### config.mk
export PLATFORM = sky130hd
export DESIGN_NAME = fifo_transaccion
export DESIGN_NICKNAME = d
export VERILOG_FILES = /design/src/rtl/fifo_transaccion_pkg.sv /design/src/rtl/fifo_transaccion_memoria.sv /design/src/rtl/fifo_transaccion.sv
export SDC_FILE = /design/constraint.sdc
export NUM_CORES = 1
export LEC_CHECK = 0
export ABC_AREA = 1
export CAP_MARGIN = 10
export CELL_PAD_IN_SITES_DETAIL_PLACEMENT = 1
export CELL_PAD_IN_SITES_GLOBAL_PLACEMENT = 1
export CORE_MARGIN = 4
export CORE_UTILIZATION = 43
export CTS_BUF_LIST = sky130_fd_sc_hd__clkbuf_4 sky130_fd_sc_hd__clkbuf_8 sky130_fd_sc_hd__clkbuf_16
export DETAILED_ROUTE_END_ITERATION = 7
export GPL_TIMING_DRIVEN = 0
export PLACE_DENSITY = 0.77
export SYNTH_ARGS = -nofsm -noshare
export SYNTH_HDL_FRONTEND = slang
export SYNTH_SLANG_ARGS = --single-unit
### constraint.sdc
create_clock -name clk -period 2.74 [get_ports clk]
set_clock_uncertainty 0.2 [all_clocks]
set_input_delay 0.548 -clock clk [delete_from_list [all_inputs] [get_ports clk]]
set_output_delay 0.548 -clock clk [all_outputs]
set_load 0.02 [all_outputs]
### src/rtl/fifo_transaccion_pkg.sv
// ============================================================================
// Module   : fifo_transaccion_pkg
// Purpose  : Shared sizing constants for the per-port transaction FIFOs and
//            the arbiter that sits between them.
// Contents : DEF_FIFO_WORD_SIZE - transaction word width in bits
//            DEF_ADDR_WIDTH     - pointer width
//            DEF_DEPTH          - entries per FIFO (2**DEF_ADDR_WIDTH)
// Revision : 1.0 - initial release
// ============================================================================
`default_nettype none

package fifo_transaccion_pkg;

  localparam int DEF_FIFO_WORD_SIZE = 10;
  localparam int DEF_ADDR_WIDTH     = 3;
  localparam int DEF_DEPTH          = 2 ** DEF_ADDR_WIDTH;

endpackage : fifo_transaccion_pkg

`default_nettype wire

### src/rtl/fifo_transaccion_memoria.sv
// ============================================================================
// Module   : memoria_fifo
// Purpose  : Dual-port register file backing the transaction FIFO.
//            Synchronous write port, asynchronous (zero-latency) read port so
//            the FIFO can present its head word first-word-fall-through.
// Ports    : clk     - write clock
//            wr_en   - write strobe, wr_data stored at wr_addr on rising edge
//            wr_addr - write address
//            wr_data - write data
//            rd_addr - read address
//            rd_data - combinational read data
// Revision : 1.0 - initial release
// ============================================================================
`default_nettype none

module memoria_fifo
  import fifo_transaccion_pkg::*;
#(
  parameter int FIFO_WORD_SIZE = DEF_FIFO_WORD_SIZE,
  parameter int ADDR_WIDTH     = DEF_ADDR_WIDTH
) (
  input  logic                      clk,
  input  logic                      wr_en,
  input  logic [ADDR_WIDTH-1:0]     wr_addr,
  input  logic [FIFO_WORD_SIZE-1:0] wr_data,
  input  logic [ADDR_WIDTH-1:0]     rd_addr,
  output logic [FIFO_WORD_SIZE-1:0] rd_data
);

  localparam int DEPTH = 2 ** ADDR_WIDTH;

  // Storage is intentionally not reset: stale words are hidden by the
  // occupancy count in the parent.
  logic [FIFO_WORD_SIZE-1:0] r_mem [DEPTH];

  always_ff @(posedge clk) begin
    if (wr_en) begin
      r_mem[wr_addr] <= wr_data;
    end
  end

  assign rd_data = r_mem[rd_addr];

endmodule : memoria_fifo

`default_nettype wire

### src/rtl/fifo_transaccion.sv
// ============================================================================
// Module   : fifo_transaccion
// Purpose  : First-word-fall-through synchronous FIFO buffering transaction
//            words on one arbiter port. Tracks occupancy, decodes status
//            flags combinationally from the count register and keeps a
//            sticky overflow/underflow error flag.
// Ports    : clk                 - clock, rising edge
//            reset_L             - asynchronous active-low reset
//            push / data_in      - write request and word
//            pop                 - retire the head word
//            umbral_almost_full  - almost_full when count >= this value
//            umbral_almost_empty - almost_empty when count <= this value
//            data_out            - head word (0 while empty)
//            empty, full         - count == 0, count == DEPTH
//            almost_full         - count >= umbral_almost_full
//            almost_empty        - count <= umbral_almost_empty
//            fifo_count          - occupancy 0..DEPTH
//            error               - sticky overflow/underflow flag
// Revision : 1.0 - initial release
// ============================================================================
`default_nettype none

module fifo_transaccion
  import fifo_transaccion_pkg::*;
#(
  parameter int FIFO_WORD_SIZE = DEF_FIFO_WORD_SIZE,
  parameter int ADDR_WIDTH     = DEF_ADDR_WIDTH
) (
  input  logic                      clk,
  input  logic                      reset_L,
  input  logic                      push,
  input  logic [FIFO_WORD_SIZE-1:0] data_in,
  input  logic                      pop,
  input  logic [ADDR_WIDTH:0]       umbral_almost_full,
  input  logic [ADDR_WIDTH:0]       umbral_almost_empty,
  output logic [FIFO_WORD_SIZE-1:0] data_out,
  output logic                      empty,
  output logic                      full,
  output logic                      almost_full,
  output logic                      almost_empty,
  output logic [ADDR_WIDTH:0]       fifo_count,
  output logic                      error
);

  localparam int                    DEPTH      = 2 ** ADDR_WIDTH;
  localparam logic [ADDR_WIDTH:0]   c_depth    = (ADDR_WIDTH + 1)'(DEPTH);
  localparam logic [ADDR_WIDTH:0]   c_cnt_zero = '0;
  localparam logic [ADDR_WIDTH:0]   c_cnt_one  = (ADDR_WIDTH + 1)'(1);
  localparam logic [ADDR_WIDTH-1:0] c_ptr_one  = ADDR_WIDTH'(1);

  logic [ADDR_WIDTH-1:0]     r_wr_ptr;
  logic [ADDR_WIDTH-1:0]     r_rd_ptr;
  logic [ADDR_WIDTH:0]       r_count;
  logic                      r_error;

  logic                      w_rd_ok;
  logic                      w_wr_ok;
  logic                      w_bad_req;
  logic [FIFO_WORD_SIZE-1:0] w_rd_data;

  // A pop is only honoured with data present. A push is honoured with room
  // available, or when full but an accepted pop frees the slot on the same
  // edge (the write lands in the slot being vacated, since wr_ptr == rd_ptr).
  assign w_rd_ok   = pop && (r_count != c_cnt_zero);
  assign w_wr_ok   = push && ((r_count < c_depth) || w_rd_ok);
  assign w_bad_req = (push && !w_wr_ok) || (pop && !w_rd_ok);

  memoria_fifo #(
    .FIFO_WORD_SIZE (FIFO_WORD_SIZE),
    .ADDR_WIDTH     (ADDR_WIDTH)
  ) u_memoria_fifo (
    .clk     (clk),
    .wr_en   (w_wr_ok),
    .wr_addr (r_wr_ptr),
    .wr_data (data_in),
    .rd_addr (r_rd_ptr),
    .rd_data (w_rd_data)
  );

  always_ff @(posedge clk or negedge reset_L) begin
    if (!reset_L) begin
      r_wr_ptr <= '0;
      r_rd_ptr <= '0;
      r_count  <= '0;
      r_error  <= 1'b0;
    end else begin
      if (w_wr_ok) begin
        r_wr_ptr <= r_wr_ptr + c_ptr_one;
      end
      if (w_rd_ok) begin
        r_rd_ptr <= r_rd_ptr + c_ptr_one;
      end
      if (w_wr_ok && !w_rd_ok) begin
        r_count <= r_count + c_cnt_one;
      end else if (w_rd_ok && !w_wr_ok) begin
        r_count <= r_count - c_cnt_one;
      end
      if (w_bad_req) begin
        r_error <= 1'b1;
      end
    end
  end

  // Memory is never cleared, so mask the head word while nothing is stored.
  assign data_out     = (r_count != c_cnt_zero) ? w_rd_data : '0;
  assign empty        = (r_count == c_cnt_zero);
  assign full         = (r_count == c_depth);
  assign almost_full  = (r_count >= umbral_almost_full);
  assign almost_empty = (r_count <= umbral_almost_empty);
  assign fifo_count   = r_count;
  assign error        = r_error;

endmodule : fifo_transaccion

`default_nettype wire

* Word level (Yosys, flattened, before mapping) *
Memory sizes are Yosys's and may differ from the RTL's.
Index checks and enable logic that the tools add are counted.

cells by class
  multiply operators = 0
  bitwise logic cells = 0
  $add $sub $neg = 4
  multiplexer cells = 5
  reductions and logical operators = 13
  eq/ne operators = 1
  shift operators = 0
  divide/modulo/power cells = 0
  $lt $le $gt $ge = 3

operators with widths
  cell                   count
  $mux W10               1
  $mux W4                2
  $add A3 B1 Y3 const B  2
  $logic_and A1 B1 Y1    6
  $add A4 B1 Y4 const B  1
  $eq A4 B4 Y1 const B   1
  $ge A4 B4 Y1           1
  $le A4 B4 Y1           1
  $logic_not A4 Y1       1
  $lt A4 B4 Y1 const B   1
  $reduce_bool A4 Y1     1
  $sub A4 B1 Y4 const B  1
  $logic_not A1 Y1       2
  $logic_or A1 B1 Y1     2
  $mux W1                2
  $reduce_bool A2 Y1     1

storage, ports and cells
  memory bits (writable) = 80
  register bits after elaboration = 11
  output and inout bits = 19
  word-level logic and storage cells = 31
  memory bits (read-only) = 0
  memories kept = 1
  bits in latches = 0

memory list
  memory                words  bits a word  rd ports  clocked after Yosys merged registers in  write ports  RTL line                        source
  u_memoria_fifo.r_mem  8      10           1         0                                        1            fifo_transaccion_memoria.sv:34  logic [FIFO_WORD_SIZE-1:0] r_mem [DEPTH];

* Longest topological paths before layout *
Gate-level depths: netlist of the first run.

  depth in word-level cells = 8
  mapped depth = 17
  depth with buffers taken out = 16

* By module *
Synthesis of the first run repeated with hierarchy kept, for this count alone.

unflattened totals
  cell total of the unflattened synthesis = 484
  area, all modules = 4528.1 µm²

by module, submodules not included
  module            area an instance (µm²)  instances  seq. area each (µm²)  cells an instance
  memoria_fifo      3613.5                  1          2402.3                364
  fifo_transaccion  914.6                   1          275.3                 120

* Worst setup path after synthesis of the first run *
OpenSTA, ideal clock, no wires.

  path kind = flip-flop to flip-flop
  start point = register r_count[3], in the netlist fifo_count[3]
  end point = register r_count[3], in the netlist fifo_count[3]
  library setup time = 0.065 ns
  clock period less this slack = 2.374 ns
  path slack = 0.366 ns
  arrival = 2.109 ns
  path buffers = 1
  required time = 2.475 ns
  cell stages (with the launch flop) = 18
  path through = dfrtp_1 > buf_6 > nor2_4 > nand2_4 > nand2_8 > nand2_4 > nand2_4 > inv_1 > ha_1 > inv_1 > ha_1 > nand2_1 > nand2_1 > nor2_1 > nand2_1 > nand2_1 > nand2_1 > nand2_1

on the way
  cells in the longest elaborated chain, start to end = 7
  elaborated cells on any way between the ends = 14
  classes of those cells = add/sub (2); order compare (1); mux (2); reduce/logical (9)

ends and longest elaborated chain
  item                                                  RTL line                        source
  from (decl)                                           fifo_transaccion.sv:53          logic [ADDR_WIDTH:0] r_count;
  from (signal assigned)                                fifo_transaccion.sv:94          r_count <= r_count + c_cnt_one;
  from (signal assigned)                                fifo_transaccion.sv:96          r_count <= r_count - c_cnt_one;
  branches (longest 2 deep; another with $lt A4 B4 Y1)  -
  $logic_or A1 B1 Y1 *                                  fifo_transaccion.sv:65          assign w_wr_ok = push && ((r_count < c_depth) || w_rd_ok);
  $logic_and A1 B1 Y1 *                                 fifo_transaccion.sv:65
  named net u_memoria_fifo.wr_en                        fifo_transaccion_memoria.sv:23  input logic wr_en,
  $logic_not A1 Y1                                      fifo_transaccion.sv:95          end else if (w_rd_ok && !w_wr_ok) begin
  $logic_and A1 B1 Y1                                   fifo_transaccion.sv:95
  $reduce_bool A2 Y1 (no source line)                   -

Mark *: on every way through the listed nets, which the timed path passes. The select of a mux whose other input is x is not followed.
A chain may end at the register's enable or synchronous reset.

* Worst setup path after layout of the first run *
  start point = register r_rd_ptr[0]
  end point = output data_out[8]

on the way
  cells in the longest elaborated chain, start to end = 2

ends and longest elaborated chain
  item                    RTL line                 source
  from (decl)             fifo_transaccion.sv:52   logic [ADDR_WIDTH-1:0] r_rd_ptr;
  from (signal assigned)  fifo_transaccion.sv:91   r_rd_ptr <= r_rd_ptr + c_ptr_one;
  $mem_v2 Z8 W10          -
  $mux W10                fifo_transaccion.sv:105  assign data_out = (r_count != c_cnt_zero) ? w_rd_data : '0;
  to (decl)               fifo_transaccion.sv:36   output logic [FIFO_WORD_SIZE-1:0] data_out,

No other way between the ends.

==> metrics, run 1 <==
category of the worst setup path launch point register; CP endpoint kind output pin; top fanout value on the critical path 10; Final Hold Vio Count 0; Die Y-Extent 110 um; sequential fraction of the synthesis area 60.2%; TritonCTS clock tree built; count of TritonRoute iterations in the first routing pass 4; post-synth top area cell sky130_fd_sc_hd__edfxtp_1; wire length of the first global-routing pass 17300 um; fill count 1151; share of power burned in registers 34.6%; switching power 2.37 mW; max capacitance violation total 0; Final setup violation count 0; top cells by area, synth sky130_fd_sc_hd__edfxtp_1 54%, sky130_fd_sc_hd__nand2_1 10%, sky130_fd_sc_hd__inv_1 8.4%, sky130_fd_sc_hd__nand3_1 6.8%, sky130_fd_sc_hd__dfrtp_1 6.2%; count of pins over their slew limit 0; count of input and output buffers 40; remaining antenna violation count after routing 0; DRC violations left 0; commonest cells after routing, fill and taps aside 124 x sky130_fd_sc_hd__nand2_1, 98 x sky130_fd_sc_hd__inv_1, 80 x sky130_fd_sc_hd__edfxtp_1; Routed WL per cell 16.6 um; internal power component 3.14 mW; worst slack at placement -0.296 ns; area used by sequential logic in the layout 0.00268 mm^2; CTS Hold Bufs 0; Area growth syn-to-layout 17.3%; GRT Util Overall 19.5%; Final WS setup 0.101 ns; count of routing violations after the opening detailed-route iteration 152; post-synthesis net count 504; fraction of power spent switching nets 43.0%; Least-Margin Pin Slew 1.16 ns; via count 3174; CORE AREA 0.00991 mm^2; TritonCTS buffer count 9; vias in the first global route 3385; data arrival time at the worst-slack endpoint 1.89 ns; min Tclk post-route 2.64 ns; horizontal extent of the die 110 um; gr ovfl total 0; power density of the placed cells 1060 mW/mm^2; Clk Tree Root Cell sky130_fd_sc_hd__clkbuf_8; Slew Limit Headroom 22.2%; post-synthesis instance area 0.00445 mm^2; post-synthesis area per instance 9.50 um^2; setup repair after global routing missed its margin true; worst hold-check path type reg2reg; layout cells sized above 1 10.9%; GP Congestion 0.788; fmax 379 MHz; count of antenna diodes in the layout 0; starting density of the core 44.9%; share of power burned in combinational logic 48.5%; type of the worst setup path reg2out; leakage power total 2.42 nW; required arrival time at the worst endpoint 1.99 ns; total number of yosys warnings 0; antenna violations before repair 0; number of placed I/O pins 41; Max clock buf depth 2; CTS HTree Levels 3; Distinct cells, synth 28; share of Yosys cell area claimed by the top area cell type 54.0%; detail-routed via count per cell 4.83; gate count of the mapped netlist 468; total detailed-routing wirelength 10900 um; most frequent standard cell in the layout excluding fill and tap cells sky130_fd_sc_hd__nand2_1; source-to-sink clock delay at the later pin of the worst-skew pair 0.35 ns; area of the die 0.0120 mm^2; clk slew on worst S/H paths 0.09 ns; total area of multi-input combinational cells 0.00130 mm^2; highest ir drop seen on vdd 0.609 mV; outcome completed; register bit count reported by yosys 91; share of total power in the clock network 16.9%; post-detail-place hpwl 7710 um; number of clock sinks 91; number of cell rows 36; number of nets in the layout 555; fraction of the cycle the final worst path needs 96.3%; largest net degree at the start of global routing 16; worst-case hold slack 0.282 ns
## final timing paths
kind	start	end	slack, ns	cells past startpoint
min reg2reg	error	error	0.28	1
max reg2reg	fifo_count[3]	u_memoria_fifo.r_mem[0][4]	0.21	7
max in group asynchronous	reset_L	fifo_count[3]	1.57	1
min	error	error	0.28	1
max	r_rd_ptr[0]	data_out[8]	0.10	8
min in group asynchronous	reset_L	r_wr_ptr[1]	0.35	1
## state kept, by name, indices dropped and copies added, names as in the netlist
name,cells
u_memoria_fifo.r_mem,80
fifo_count,4
r_rd_ptr,3
r_wr_ptr,3
error,1
## routing by layer
| layer | vias up | routed length, um | global-route usage (%) |
|---|---|---|---|
| li1 | 1568 | - | - |
| met1 | 1518 | 4620 | 24.1 |
| met4 | 0 | 128 | 5.88 |
| met5 | - | 0 | 0 |
| met2 | 77 | 5680 | 35.2 |
| met3 | 11 | 477 | 2.70 |
## kinds of logic (layout without fill, tap and decap cells)
family / count (synthesis) / after routing / share of synthesized area [%]
AOI/OAI and AO/OA: 8 / 8 / 0.956
and+or+nand+nor: 230 / 230 / 22.7
buffers and inverters: 118 / 174 / 10.7
DFF: 91 / 91 / 60.2
xor gates and xnor gates: 7 / 7 / 1.38
adders and majority gates: 14 / 14 / 4.11
## power by group through the flow
stage          Combinational (mW)  Sequential (mW)  Clock [mW]
2_1_floorplan                1.72             1.92           0
3_3_place_gp                 2.67             1.92           0
3_5_place_dp                 2.78             1.93           0
4_1_cts                      2.68             1.90       0.946
5_1_grt                      2.97             1.93        1.01
6_report                     2.67             1.90       0.931
## worst max-delay path: stages (launching register included)
cell and delay (ns):
sky130_fd_sc_hd__dfrtp_1 0.39, sky130_fd_sc_hd__buf_2 0.16, sky130_fd_sc_hd__clkbuf_4 0.22, sky130_fd_sc_hd__nand2_1 0.09, sky130_fd_sc_hd__nand3_1 0.07, sky130_fd_sc_hd__nand2_1 0.10, sky130_fd_sc_hd__nor2_1 0.06, sky130_fd_sc_hd__nor2_1 0.14
sky130_fd_sc_hd__clkdlybuf4s15_1 0.31
## metrics by stage
| stage | power [mW] | cell area, um^2 | instances | TNS [ns] | util (%) |
|---|---|---|---|---|---|
| after global routing | 5.91 | 5220 | 657 | -0.00261 | 52.6 |
| after global placement | 4.60 | 5010 | 641 | -10.57 | 50.6 |
| after CTS | 5.53 | 5210 | 657 | 0 | 52.6 |
| after detailed placement | 4.72 | 5010 | 641 | -17.45 | 50.6 |
| after floorplan | 3.64 | 4450 | 468 | 0 | - |
| final | 5.51 | 5220 | 657 | 0 | 52.6 |
## cells in the mapped netlist, drive strengths merged
master  number
edfxtp      80
nand4        1
nand2      131
o21ai        3
nand3       61
nor2        35
xor2         3
nor4         1
inv        100
xnor2        4
dfrtp       11
a21oi        4
buf         16
ha          13
fa           1
o211ai       1
nand3b       1
clkbuf       2
## cell type report
type                       instances  share of cell area (%)
inverter                         100                    7.24
clock inverter                     5                    1.20
sequential                        91                    51.4
multi-input combinational        259                    25.0
timing repair buffer              40                    6.84
tap                              133                    3.19
buffer                            18                    2.52
clock buffer                      11                    2.66
## timing repair
action | CTS | global route
endpoints found under the setup margin | 12 | 12
buffers inserted | 0 | 0
endpoints found under the hold margin | 0 | 0
resized for setup | 19 | 34
Note: power is estimated with default switching activity, not from simulation.
==> inputs of run 2 (changes only) <==
- CTS_CLUSTER_SIZE: default -> 25
- GPL_TIMING_DRIVEN: 0 -> 1
==> run 2 against run 1 <==
- combinational power grew 3%
- clock-buffer cell count shrank 1
- cell area grew 2.6%
- die area stayed put
- maximum frequency decreased by 0.16%
- worst hold slack improved by 0.015 ns
- critical path depth unchanged
- register-to-register slack gained 0.10 ns
- first-iteration DRC count is 7.9% lower
- worst setup slack got worse by 0.0042 ns
- via count is 4.4% higher
- routed wire length grew 2.3%
- critical endpoint is now data_out[3]
==> metrics, run 2 (same netlist as run 1, synthesis figures left out) <==
Worst R2R End fifo_count[3]; GP Congestion 0.809; total power consumption of the routed design 5.57 mW; layout cells sized above 1 12.0%; Crit Reg-Reg Startpoint fifo_count[3]; number of cell rows 36; TritonCTS clock tree built; CORE AREA 0.00991 mm^2; total detailed-routing wirelength 11100 um; post-detail-place hpwl 7700 um; largest incremental delay on the critical path 0.48 ns; starting density of the core 44.9%; fill count 1147; gr ovfl total 0; total non-filler cell area in the finished layout 0.00535 mm^2; Final Hold Vio Count 0; origin of the worst setup path r_rd_ptr[0]; standard cell with the maximum stage delay on the critical path sky130_fd_sc_hd__dfrtp_2; type of the worst setup path reg2out; min Tclk post-route 2.64 ns; flip-flop count of the largest register after layout 80; worst hold-check path type reg2reg; Final setup violation count 0; Slew Limit Headroom 61.3%; count of TritonRoute iterations in the first routing pass 4; Area growth syn-to-layout 20.3%; Final WS setup 0.0968 ns; max capacitance violation total 0; count of routing violations after the opening detailed-route iteration 140; Top Usage Layer GRT met2; required arrival time at the worst endpoint 1.99 ns; wire length of the first global-routing pass 17600 um; area of the die 0.0120 mm^2; GRT Util Overall 20.1%; fraction of the cycle the final worst path needs 96.5%; Least-Margin Pin Slew 0.579 ns; Biggest register u_memoria_fifo.r_mem; top fanout value on the critical path 8; data arrival time at the worst-slack endpoint 1.90 ns; fmax 378 MHz; CTS HTree Levels 3; number of clock sinks 91; met2 Use GR 38.0%; largest net degree at the start of global routing 19; category of the worst setup path launch point register; count of antenna diodes in the layout 0; outcome completed; via count 3313; leakage power total 2.52 nW; worst reg-to-reg setup slack 0.31 ns; power density of the placed cells 1040 mW/mm^2; Die Y-Extent 110 um; remaining antenna violation count after routing 0; CP endpoint kind output pin; worst slack at placement -0.300 ns; clk slew on worst S/H paths 0.09 ns; vias in the first global route 3586; antenna violations before repair 0; number of placed I/O pins 41; met3 Usage GRT 2.64%; detail-routed via count per cell 4.92; Clk Tree Root Cell sky130_fd_sc_hd__clkbuf_8; number of nets in the layout 571; horizontal extent of the die 110 um; source-to-sink clock delay at the later pin of the worst-skew pair 0.36 ns; Critical path destination data_out[3]; count of input and output buffers 40; depth of the worst register-to-register path 14; fraction of met1 tracks used by global routing 22.7%; Routed WL per cell 16.6 um; setup repair after global routing missed its margin false; TritonCTS buffer count 9; count of pins over their slew limit 0; worst-case hold slack 0.297 ns; highest ir drop seen on vdd 0.525 mV; DRC violations left 0; most frequent standard cell in the layout excluding fill and tap cells sky130_fd_sc_hd__nand2_1; Max clock buf depth 2; area after detailed placement 0.00515 mm^2; cell-by-cell listing of the critical path buf_4 > buf_4 > nand2_1 > nand3_1 > nand2_1 > nor2_1 > nor2_1 > dlygate4sd2_1; commonest cells after routing, fill and taps aside 124 x sky130_fd_sc_hd__nand2_1, 99 x sky130_fd_sc_hd__inv_1, 80 x sky130_fd_sc_hd__edfxtp_1
-- run 2: area by class of cell --
cell class	instances	area, um^2	share of cell area [%]
clock inverter	6	66.3	1.24
tap	133	166	3.11
sequential	91	2680	50.1
clock buffer	10	131	2.46
timing repair buffer	74	633	11.8
multi-input combinational	259	1300	24.2
inverter	100	378	7.06
-- run 2: worst min-delay path by stage --
stage,endpoint,depth (start not counted),slack [ns],startpoint
after floorplan,error,0,0.05,reset_L
after global placement,error,1,0.26,error
after detailed placement,error,1,0.29,error
after CTS,error,1,0.31,error
after global routing,error,1,0.34,error
final,error,1,0.30,error
-- run 2: what timing repair did --
item,4_1_cts,5_1_grt
setup endpoints to repair,13,8
pin swaps,0,0
gates resized for setup,19,9
buffers inserted,3,0
cloned,0,0
hold buffers,0,0
-- run 2: layer usage --
layer  vias to the layer above  share of wire, %  wire, um
li1                       1598                 -         -
met1                      1654                41      4590
met2                        48                55      6090
met3                        13               2.5       277
met4                         0               1.6       180
met5                         -                 0         0
-- run 2: worst max-delay path, delay by kind of cell (launching register included) --
family | cells | cell delay (ns)
buffers and inverters | 3 | 0.66
AND/OR/NAND/NOR | 5 | 0.39
flip-flops | 1 | 0.48
-- run 2: per-stage QoR --
stage	TNS [ns]	util (%)	instances
5_1_grt	0	54.0	673
2_1_floorplan	0	-	468
3_3_place_gp	-0.479	52.0	654
3_5_place_dp	-0.630	52.0	654
6_report	0	54.0	673
4_1_cts	0	54.0	673
-- run 2: report_power, final --
group | internal (mW) | leakage (nW) | total [mW] | switching (mW)
Clock | 0.432 | 0.0935 | 0.902 | 0.470
Sequential | 1.74 | 0.853 | 1.91 | 0.173
Combinational | 1.05 | 1.57 | 2.76 | 1.71
Total | 3.22 | 2.52 | 5.57 | 2.35
